**src/rtl/seg_scan_if.sv**
```systemverilog
// Bundle between the clock counter and the 7-segment scan driver.
// The counter side drives digits and set-mode selects; the driver returns the display bus.
interface seg_scan_if;
  logic [3:0] dig0;
  logic [3:0] dig1;
  logic [3:0] dig2;
  logic [3:0] dig3;
  logic [3:0] dig4;
  logic [3:0] dig5;
  logic       set_mode;
  logic       sel_hour;
  logic       sel_min;
  logic       sel_sec;
  logic [6:0] seg;
  logic [5:0] an;
  logic       dp;

  modport master (
    output dig0, dig1, dig2, dig3, dig4, dig5,
    output set_mode, sel_hour, sel_min, sel_sec,
    input  seg, an, dp
  );

  modport slave (
    input  dig0, dig1, dig2, dig3, dig4, dig5,
    input  set_mode, sel_hour, sel_min, sel_sec,
    output seg, an, dp
  );
endinterface

```
**src/rtl/seg_scan_driver.sv**
```systemverilog
// Six-digit multiplexed 7-segment driver for a 24h clock.
// Latches a per-frame digit snapshot, blinks the field being set, drives the colon DP
// and blanks the head of every slot to suppress ghosting. All outputs are registered.
module seg_scan_driver #(
  parameter int unsigned SLOT_TICKS  = 2,
  parameter int unsigned BLANK_TICKS = 0,
  parameter int unsigned BLINK_HALF  = 250
) (
  input logic       clk,
  input logic       rst,
  seg_scan_if.slave bus
);

  localparam int unsigned TickW  = (SLOT_TICKS > 1) ? $clog2(SLOT_TICKS) : 1;
  localparam int unsigned BlinkW = (BLINK_HALF > 1) ? $clog2(BLINK_HALF) : 1;
  localparam bit          HasBlank = (BLANK_TICKS > 0);

  logic [TickW-1:0]  tick_q, tick_d;
  logic [2:0]        slot_q, slot_d;
  logic [5:0][3:0]   snap_q, snap_d;
  logic [BlinkW-1:0] blink_cnt_q, blink_cnt_d;
  logic              blink_on_q, blink_on_d;
  logic              set_mode_q;
  logic [6:0]        seg_q, seg_d;
  logic [5:0]        an_q, an_d;
  logic              dp_q, dp_d;

  logic       tick_wrap;
  logic       frame_wrap;
  logic       set_rise;
  logic       blink_wrap;
  logic       field_hit;
  logic       blanked;
  logic [3:0] cur_dig;

  function automatic logic [6:0] decode(input logic [3:0] d);
    logic [6:0] s;
    case (d)
      4'd0:    s = 7'b0111111;
      4'd1:    s = 7'b0000110;
      4'd2:    s = 7'b1011011;
      4'd3:    s = 7'b1001111;
      4'd4:    s = 7'b1100110;
      4'd5:    s = 7'b1101101;
      4'd6:    s = 7'b1111101;
      4'd7:    s = 7'b0000111;
      4'd8:    s = 7'b1111111;
      4'd9:    s = 7'b1101111;
      default: s = 7'b0000000;  // non-BCD codes show dark but keep the enable
    endcase
    return s;
  endfunction

  // Scan/blink next-state and registered output decode from current state.
  always_comb begin
    tick_wrap  = (tick_q == TickW'(SLOT_TICKS - 1));
    frame_wrap = tick_wrap && (slot_q == 3'd5);

    tick_d = tick_wrap ? '0 : tick_q + TickW'(1);
    slot_d = slot_q;
    if (tick_wrap) begin
      slot_d = (slot_q == 3'd5) ? 3'd0 : slot_q + 3'd1;
    end

    // Snapshot on the frame boundary so a frame never mixes old and new digits.
    snap_d = frame_wrap ? {bus.dig5, bus.dig4, bus.dig3, bus.dig2, bus.dig1, bus.dig0}
                        : snap_q;

    set_rise   = bus.set_mode && !set_mode_q;
    blink_wrap = (blink_cnt_q == BlinkW'(BLINK_HALF - 1));
    blink_cnt_d = blink_cnt_q + BlinkW'(1);
    blink_on_d  = blink_on_q;
    if (set_rise) begin
      blink_cnt_d = '0;
      blink_on_d  = 1'b1;
    end else if (blink_wrap) begin
      blink_cnt_d = '0;
      blink_on_d  = !blink_on_q;
    end

    case (slot_q)
      3'd0:    cur_dig = snap_q[0];
      3'd1:    cur_dig = snap_q[1];
      3'd2:    cur_dig = snap_q[2];
      3'd3:    cur_dig = snap_q[3];
      3'd4:    cur_dig = snap_q[4];
      3'd5:    cur_dig = snap_q[5];
      default: cur_dig = 4'd0;
    endcase

    field_hit = 1'b0;
    if (bus.set_mode) begin
      if (bus.sel_hour) begin
        field_hit = (slot_q == 3'd4) || (slot_q == 3'd5);
      end else if (bus.sel_min) begin
        field_hit = (slot_q == 3'd2) || (slot_q == 3'd3);
      end else if (bus.sel_sec) begin
        field_hit = (slot_q == 3'd0) || (slot_q == 3'd1);
      end
    end

    blanked = (HasBlank && (32'(tick_q) < BLANK_TICKS)) || (field_hit && !blink_on_q);

    seg_d = '0;
    an_d  = '0;
    dp_d  = 1'b0;
    if (!blanked) begin
      an_d  = 6'b000001 << slot_q;
      seg_d = decode(cur_dig);
      // Colon sits after hours and minutes; it flashes in run mode, steady while setting.
      dp_d  = ((slot_q == 3'd2) || (slot_q == 3'd4)) && (bus.set_mode || blink_on_q);
    end
  end

  // State and output registers with synchronous reset.
  always_ff @(posedge clk) begin
    if (rst) begin
      tick_q      <= '0;
      slot_q      <= '0;
      snap_q      <= '0;
      blink_cnt_q <= '0;
      blink_on_q  <= 1'b1;
      set_mode_q  <= 1'b0;
      seg_q       <= '0;
      an_q        <= '0;
      dp_q        <= 1'b0;
    end else begin
      tick_q      <= tick_d;
      slot_q      <= slot_d;
      snap_q      <= snap_d;
      blink_cnt_q <= blink_cnt_d;
      blink_on_q  <= blink_on_d;
      set_mode_q  <= bus.set_mode;
      seg_q       <= seg_d;
      an_q        <= an_d;
      dp_q        <= dp_d;
    end
  end

  assign bus.seg = seg_q;
  assign bus.an  = an_q;
  assign bus.dp  = dp_q;

endmodule
```
**src/flat_wrapper.sv**
```systemverilog
// flat-port wrapper written by rule: the top's interface ports become plain ports
module seg_scan_driver_flat 
#(
  parameter int unsigned SLOT_TICKS  = 2,
  parameter int unsigned BLANK_TICKS = 0,
  parameter int unsigned BLINK_HALF  = 250
)
  (clk, rst, bus_dig0, bus_dig1, bus_dig2, bus_dig3, bus_dig4, bus_dig5, bus_set_mode, bus_sel_hour, bus_sel_min, bus_sel_sec, bus_seg, bus_an, bus_dp);
  seg_scan_if bus_i ();
  input logic clk;
  input logic rst;
  input wire logic [$bits(bus_i.dig0)-1:0] bus_dig0;
  input wire logic [$bits(bus_i.dig1)-1:0] bus_dig1;
  input wire logic [$bits(bus_i.dig2)-1:0] bus_dig2;
  input wire logic [$bits(bus_i.dig3)-1:0] bus_dig3;
  input wire logic [$bits(bus_i.dig4)-1:0] bus_dig4;
  input wire logic [$bits(bus_i.dig5)-1:0] bus_dig5;
  input wire logic [$bits(bus_i.set_mode)-1:0] bus_set_mode;
  input wire logic [$bits(bus_i.sel_hour)-1:0] bus_sel_hour;
  input wire logic [$bits(bus_i.sel_min)-1:0] bus_sel_min;
  input wire logic [$bits(bus_i.sel_sec)-1:0] bus_sel_sec;
  output wire logic [$bits(bus_i.seg)-1:0] bus_seg;
  output wire logic [$bits(bus_i.an)-1:0] bus_an;
  output wire logic [$bits(bus_i.dp)-1:0] bus_dp;
  assign bus_i.dig0 = bus_dig0;
  assign bus_i.dig1 = bus_dig1;
  assign bus_i.dig2 = bus_dig2;
  assign bus_i.dig3 = bus_dig3;
  assign bus_i.dig4 = bus_dig4;
  assign bus_i.dig5 = bus_dig5;
  assign bus_i.set_mode = bus_set_mode;
  assign bus_i.sel_hour = bus_sel_hour;
  assign bus_i.sel_min = bus_sel_min;
  assign bus_i.sel_sec = bus_sel_sec;
  assign bus_seg = bus_i.seg;
  assign bus_an = bus_i.an;
  assign bus_dp = bus_i.dp;
  seg_scan_driver #(.SLOT_TICKS(SLOT_TICKS), .BLANK_TICKS(BLANK_TICKS), .BLINK_HALF(BLINK_HALF)) u_core (.clk(clk), .rst(rst), .bus(bus_i));
endmodule
```
**config.mk**
```make
export PLATFORM = sky130hd
export DESIGN_NAME = seg_scan_driver_flat
export DESIGN_NICKNAME = d
export VERILOG_FILES = /design/src/rtl/seg_scan_if.sv /design/src/rtl/seg_scan_driver.sv /design/src/flat_wrapper.sv
export SDC_FILE = /design/constraint.sdc
export NUM_CORES = 1
export LEC_CHECK = 0
export ABC_AREA = 1
export BUFFER_PORTS_ARGS = -buffer_cell sky130_fd_sc_hd__clkbuf_2
export CAP_MARGIN = 10
export CORE_ASPECT_RATIO = 1.75
export CORE_UTILIZATION = 55
export DETAILED_ROUTE_END_ITERATION = 7
export GPL_ROUTABILITY_DRIVEN = 0
export PLACE_DENSITY = 0.79
export SKIP_CTS_REPAIR_TIMING = 1
export SYNTH_ARGS = -nofsm -noshare
export SYNTH_HDL_FRONTEND = slang
export SYNTH_SLANG_ARGS = --single-unit
```
**constraint.sdc**
```tcl
create_clock -name clk -period 4.3 [get_ports clk]
set_input_delay 0.215 -clock clk [delete_from_list [all_inputs] [get_ports clk]]
set_output_delay 0.215 -clock clk [all_outputs]
set_load 0.02 [all_outputs]
```
==> impl_metrics.json, run 1 <==
{
  "powerDensity_mw_per_mm2": 319,
  "cts_tree": "done",
  "hold_path_class": "input pin to register",
  "synth_warnings": 0,
  "io_pins": 44,
  "grt_pass1_vias": 1853,
  "clkTransAtPathRegs_ps": 100,
  "netlist_top_cells_area": "dfxtp_1 (44%), nand2_1 (7.3%), inv_1 (6.7%)",
  "fill_cells": 400,
  "dpl.hpwl_um": 3500,
  "required_ps": 4560,
  "netlist.area_leader.share_pct": 44.1,
  "grt_first_pass_wirelength_um": 7740,
  "drtIter0Drc": 44,
  "cp_max_fo": 19,
  "wl_um": 4500,
  "clock_skew_ps": 9.09,
  "start_util_pct": 57.4,
  "reg2regPathDepth": 10,
  "final_layout_size_suffix_gt1_share_pct": 22.9,
  "syn-cell-area_mm2": 0.00236,
  "grt-ovfl-total": 0,
  "dr.pass1.iters": 4,
  "worstSetupEndpointType": "register",
  "final_util_pct": 64.8,
  "setup_tns_ps": 0,
  "worstSetupPathType": "register to register",
  "drc_errors": 0,
  "finalHoldViolations": 0,
  "antenna_left": 0,
  "wire_per_inst_um": 11.3,
  "maxSlewHeadroom_pct": 56.7,
  "finalMaxSlewViolations": 0,
  "combPwrFrac_pct": 7.0,
  "vias": 2022,
  "max_freq_ghz": 0.398,
  "holdPathStages": 2,
  "crit_arrival_ps": 2770,
  "pwr-share-clk_pct": 34.2,
  "num_antenna_cells": 0,
  "hold_ws_ps": 115,
  "die-area_mm2": 0.00457,
  "core_area_mm2": 0.00411,
  "port_buffers": 43,
  "leakagePower_nw": 1.20,
  "die_h_um": 88.7,
  "seqPwrFrac_pct": 58.8,
  "vias_per_cell": 5.07,
  "ys_seq_area_share_pct": 44.1,
  "dieWidth_um": 51.5,
  "worst_pin_slew_ps": 648,
  "post_synth.cell_area_avg_um2": 7.64,
  "clkLatencyLatePin_ps": 320,
  "outcome": "completed",
  "synth_simple_gate_area_share_pct": 27.2,
  "grt_antenna_before_repair": 0,
  "synth_top_family_by_area": "simple AND/OR/NAND/NOR gates",
  "switching_share_pct": 25.3,
  "cts_sinks": 52,
  "min_period_ps": 2510,
  "grt_use_total_pct": 22.5,
  "cts_root_buffer": "clkbuf_8",
  "peakVddDrop_mv": 0.306,
  "rsz0062_at_grt": "no",
  "maxCapViolations": 0,
  "ctsHtreeMaxLevel": 2,
  "clk_path_buf_depth": 2,
  "synthToLayoutAreaGrowth_pct": 12.8,
  "synth_mux_area_share_pct": 0,
  "synthAdderAreaFrac_pct": 4.77,
  "yosysTopAreaCell": "dfxtp_1",
  "switchingPower_uw": 215,
  "yosysUniqueCellTypes": 32,
  "syn_nets": 348,
  "synth_compound_area_share_pct": 13.1,
  "cts_made_buffers": 5,
  "r2r_slack_ps": 1790,
  "setup_viol_count_final": 0,
  "fin_nets": 388,
  "period_share_pct": 58.4,
  "num_rows": 31,
  "p_int_uw": 634,
  "worstSetupStartpointType": "register",
  "grt_max_degree": 49,
  "ys_ff_latch": 52,
  "synthXorXnorAreaFrac_pct": 0.371,
  "synth_cells": 309
}
## sequential cells by signal (all words and copies together) (netlist names)
name	count
u_core.blink_on_q	1
u_core.tick_q	1
u_core.snap_q	24
u_core.blink_cnt_q	8
u_core.bus.seg	7
u_core.bus.an	6
u_core.set_mode_q	1
u_core.slot_q	3
u_core.bus.dp	1
## cell usage after synthesis (all sizes together)
master,n
inv,45
a211oi,1
nand2,52
a21boi,1
nor4,2
ha,9
xor2,1
buf,8
and3,1
or2,3
nand3,19
a41oi,1
nand4,4
a21oi,30
clkbuf,3
nor3,7
o21ai,27
nor2,41
dfxtp,52
nand3b,2
## placed cells by master (no fill, tap or decap), types with 2 or more instances in the layout
cell	Yosys	layout
nand2_2	5	5
nand3b_1	2	2
or2_2	3	3
nor2_1	29	29
ha_1	9	9
clkbuf_2	0	43
nand3_1	18	18
clkbuf_8	0	5
dfxtp_1	52	52
nor2_2	10	10
nor4_1	2	2
nand2_1	46	46
nand4_1	4	4
a21oi_1	30	30
inv_2	3	3
inv_1	42	42
nor2_4	2	2
nor3_1	4	4
nor3_2	2	2
o21ai_0	26	26
## power groups by stage
stage               logic [mW]  clock network, mW  registers [mW]
floorplan               0.0346                  0           0.513
global placement        0.0586                  0           0.510
detailed placement      0.0600                  0           0.511
CTS                     0.0602              0.296           0.499
global route            0.0688              0.316           0.501
finish                  0.0596              0.290           0.499
## metrics by stage
step                      power (mW)  instance area (um^2)  cells  setup slack (ps)
after floorplan                0.548                  2360    309              2300
after global placement         0.569                  2570    391              1920
after detailed placement       0.571                  2570    391              1820
after CTS                      0.855                  2660    399              1800
after global routing           0.886                  2660    399              1510
final                          0.849                  2660    399              1790
## worst max-delay path: stages (launching register included)
cell	delay (ps)
dfxtp_1	750
inv_2	160
ha_1	300
nand2_1	80
nand2_1	60
nor3_2	370
inv_1	120
ha_1	320
nor2_2	150
nor2_1	70
nor2_2	90
## logic make-up after synthesis
logic type               Yosys count
flip-flops                        52
adder cells (fa/ha/maj)            9
XOR/XNOR                           1
AND/OR/NAND/NOR                  131
buffers and inverters             56
AO/OA/AOI/OAI                     60
## routing by layer
metal / track usage (%) / share of wire, % / vias to the layer above
met5: 0 / 0 / -
met4: 15.7 / 5.4 / 0
met3: 5.15 / 3.2 / 19
met2: 40.3 / 53 / 44
met1: 22.2 / 38 / 894
li1: - / - / 1065
## cell type report
type | instances | area, um^2 | area share, %
repair buffers | 44 | 223 | 8.36
clock buffers | 5 | 68.8 | 2.58
well taps | 49 | 61.3 | 2.30
multi-input cells | 201 | 1070 | 40.3
flip-flops and latches | 52 | 1040 | 39.1
inverters | 45 | 169 | 6.34
clock inverters | 3 | 27.5 | 1.03
## final timing paths
| kind | startpoint | to |
|---|---|---|
| worst max-delay path | u_core.slot_q[2] | u_core.bus.seg[3] |
| worst min-delay path | rst | u_core.set_mode_q |
| worst max register to register | u_core.slot_q[2] | u_core.bus.seg[3] |
| worst min register to register | u_core.snap_q[2] | u_core.snap_q[2] |
Power figures use the tool's default switching activity.
==> run 2: changes to the inputs <==
--- a/config.mk
+++ b/config.mk
@@ -9,10 +9,10 @@
 export BUFFER_PORTS_ARGS = -buffer_cell sky130_fd_sc_hd__clkbuf_2
 export CAP_MARGIN = 10
 export CORE_ASPECT_RATIO = 1.75
-export CORE_UTILIZATION = 55
+export CORE_UTILIZATION = 49
 export DETAILED_ROUTE_END_ITERATION = 7
 export GPL_ROUTABILITY_DRIVEN = 0
-export PLACE_DENSITY = 0.79
+export PLACE_DENSITY = 0.75
 export SKIP_CTS_REPAIR_TIMING = 1
 export SYNTH_ARGS = -nofsm -noshare
 export SYNTH_HDL_FRONTEND = slang
==> constraint.sdc (replaced) <==
create_clock -name clk -period 2.2 [get_ports clk]
set_input_delay 0.11 -clock clk [delete_from_list [all_inputs] [get_ports clk]]
set_output_delay 0.11 -clock clk [all_outputs]
set_load 0.02 [all_outputs]
==> impl_metrics.json, run 2 (same netlist as run 1, synthesis figures left out) <==
{
  "top_register": "u_core.snap_q",
  "antenna_left": 0,
  "cp_max_fo": 9,
  "peakVddDrop_mv": 0.505,
  "worst_path_max_delay_cell": "dfxtp_1",
  "worst_pin_slew_ps": 426,
  "die_h_um": 93.8,
  "final_layout_size_suffix_gt1_share_pct": 23.7,
  "maxCapViolations": 0,
  "final_cell_mix": "dfxtp_1 (52), nand2_1 (46), clkbuf_2 (43)",
  "required_ps": 2450,
  "finalMaxSlewViolations": 0,
  "synthToLayoutAreaGrowth_pct": 15.3,
  "drc_errors": 0,
  "period_share_pct": 89.9,
  "stdcell_count": 406,
  "fin_nets": 392,
  "wire_per_inst_um": 10.9,
  "ctsHtreeMaxLevel": 2,
  "setup_tns_ps": 0,
  "dr.pass1.iters": 6,
  "powerDensity_mw_per_mm2": 653,
  "grt_max_degree": 49,
  "grt_use_total_pct": 20.1,
  "worstSetupStartpointType": "register",
  "finalHoldViolations": 0,
  "cts_sinks": 52,
  "setup_viol_count_final": 0,
  "clk_path_buf_depth": 2,
  "clkLatencyLatePin_ps": 310,
  "dpl.hpwl_um": 3450,
  "port_buffers": 43,
  "num_antenna_cells": 0,
  "io_pins": 44,
  "dieWidth_um": 54.5,
  "cts_tree": "done",
  "pre_cts_ws_ps": 243,
  "worstSetupPathType": "register to register",
  "die-area_mm2": 0.00511,
  "cp_cell_sequence": "nand2_1, inv_1, ha_1, nand2_1, nand2_1, nor3_2, inv_1, ha_1, nor2_2, nor2_1, nor2_2",
  "crit_buf_inv": 2,
  "placed_cells": 398,
  "num_rows": 33,
  "fill_cells": 465,
  "worstSetupEndpointType": "register",
  "path_delay_family": "simple AND/OR/NAND/NOR gates",
  "worst_path_most_repeated_cell": "nand2_1",
  "wl_um": 4410,
  "final_common_cell": "dfxtp_1",
  "leakagePower_nw": 1.24,
  "largest_register_ffs": 24,
  "core_area_mm2": 0.00467,
  "cts_made_buffers": 5,
  "clkTransAtPathRegs_ps": 90,
  "crit_arrival_ps": 2230,
  "cts_root_buffer": "clkbuf_8",
  "vias_per_cell": 4.96,
  "setup_ws_ps": 222,
  "grt-ovfl-total": 0,
  "total_power_mw": 1.78,
  "grt_first_pass_wirelength_um": 7420,
  "hold_path_class": "input pin to register",
  "grt_pass1_vias": 1744,
  "min_period_ps": 1980,
  "vias": 2014,
  "drtIter0Drc": 31,
  "start_util_pct": 50.6,
  "grt_antenna_before_repair": 0,
  "clock_skew_ps": 7.33,
  "rsz0062_at_grt": "no",
  "max_freq_ghz": 0.506,
  "maxSlewHeadroom_pct": 71.5,
  "outcome": "completed",
  "cpPeakStageDelay_ps": 440
}
-- run 2: cell count changes in the layout (fill, tap and decap cells not counted) --
cell	previous run	this run
bufinv_16	0	1
clkbuf_8	5	6
clkinvlp_4	1	0
inv_8	1	0
buf_4	1	5
-- run 2: through the flow --
stage | hold WS, ps | cell area (um^2) | utilization (%)
floorplan | 182 | 2360 | -
global placement | 348 | 2600 | 55.8
detailed placement | 354 | 2600 | 55.8
CTS | 21.4 | 2720 | 58.4
global route | 19.4 | 2720 | 58.4
finish | 20.9 | 2720 | 58.4
-- run 2: final cells by class --
cell class | count | area [um^2] | share of cell area, %
repair buffers | 48 | 253 | 9.28
inverters | 45 | 169 | 6.20
flip-flops and latches | 52 | 1040 | 38.2
well taps | 52 | 65.1 | 2.39
multi-input cells | 201 | 1070 | 39.4
clock buffers | 6 | 82.6 | 3.03
clock inverters | 2 | 38.8 | 1.42
-- run 2: per-layer routing --
metal  GRT usage [%]  wire [um]  vias up
li1                -          -     1074
met1            21.8       1810      885
met2            34.3       2310       42
met3            3.56        119       13
met4            12.0        165        0
met5               0          0        -
-- run 2: path summary, 6_finish.rpt --
kind | cells after the start | endpoint | from | slack (ps)
setup / recovery | 11 | u_core.bus.seg[3] | u_core.slot_q[1] | 220
hold / removal | 2 | u_core.set_mode_q | rst | 20
setup reg to reg | 11 | u_core.bus.seg[3] | u_core.slot_q[1] | 220
hold reg to reg | 2 | u_core.snap_q[23] | u_core.snap_q[23] | 450
-- run 2: where the power goes --
group	leakage (nW)	switching, mW	total, mW	internal [mW]
combinational	0.751	0.0763	0.126	0.0497
clock	0.0614	0.309	0.681	0.372
sequential	0.423	0.0120	0.971	0.959
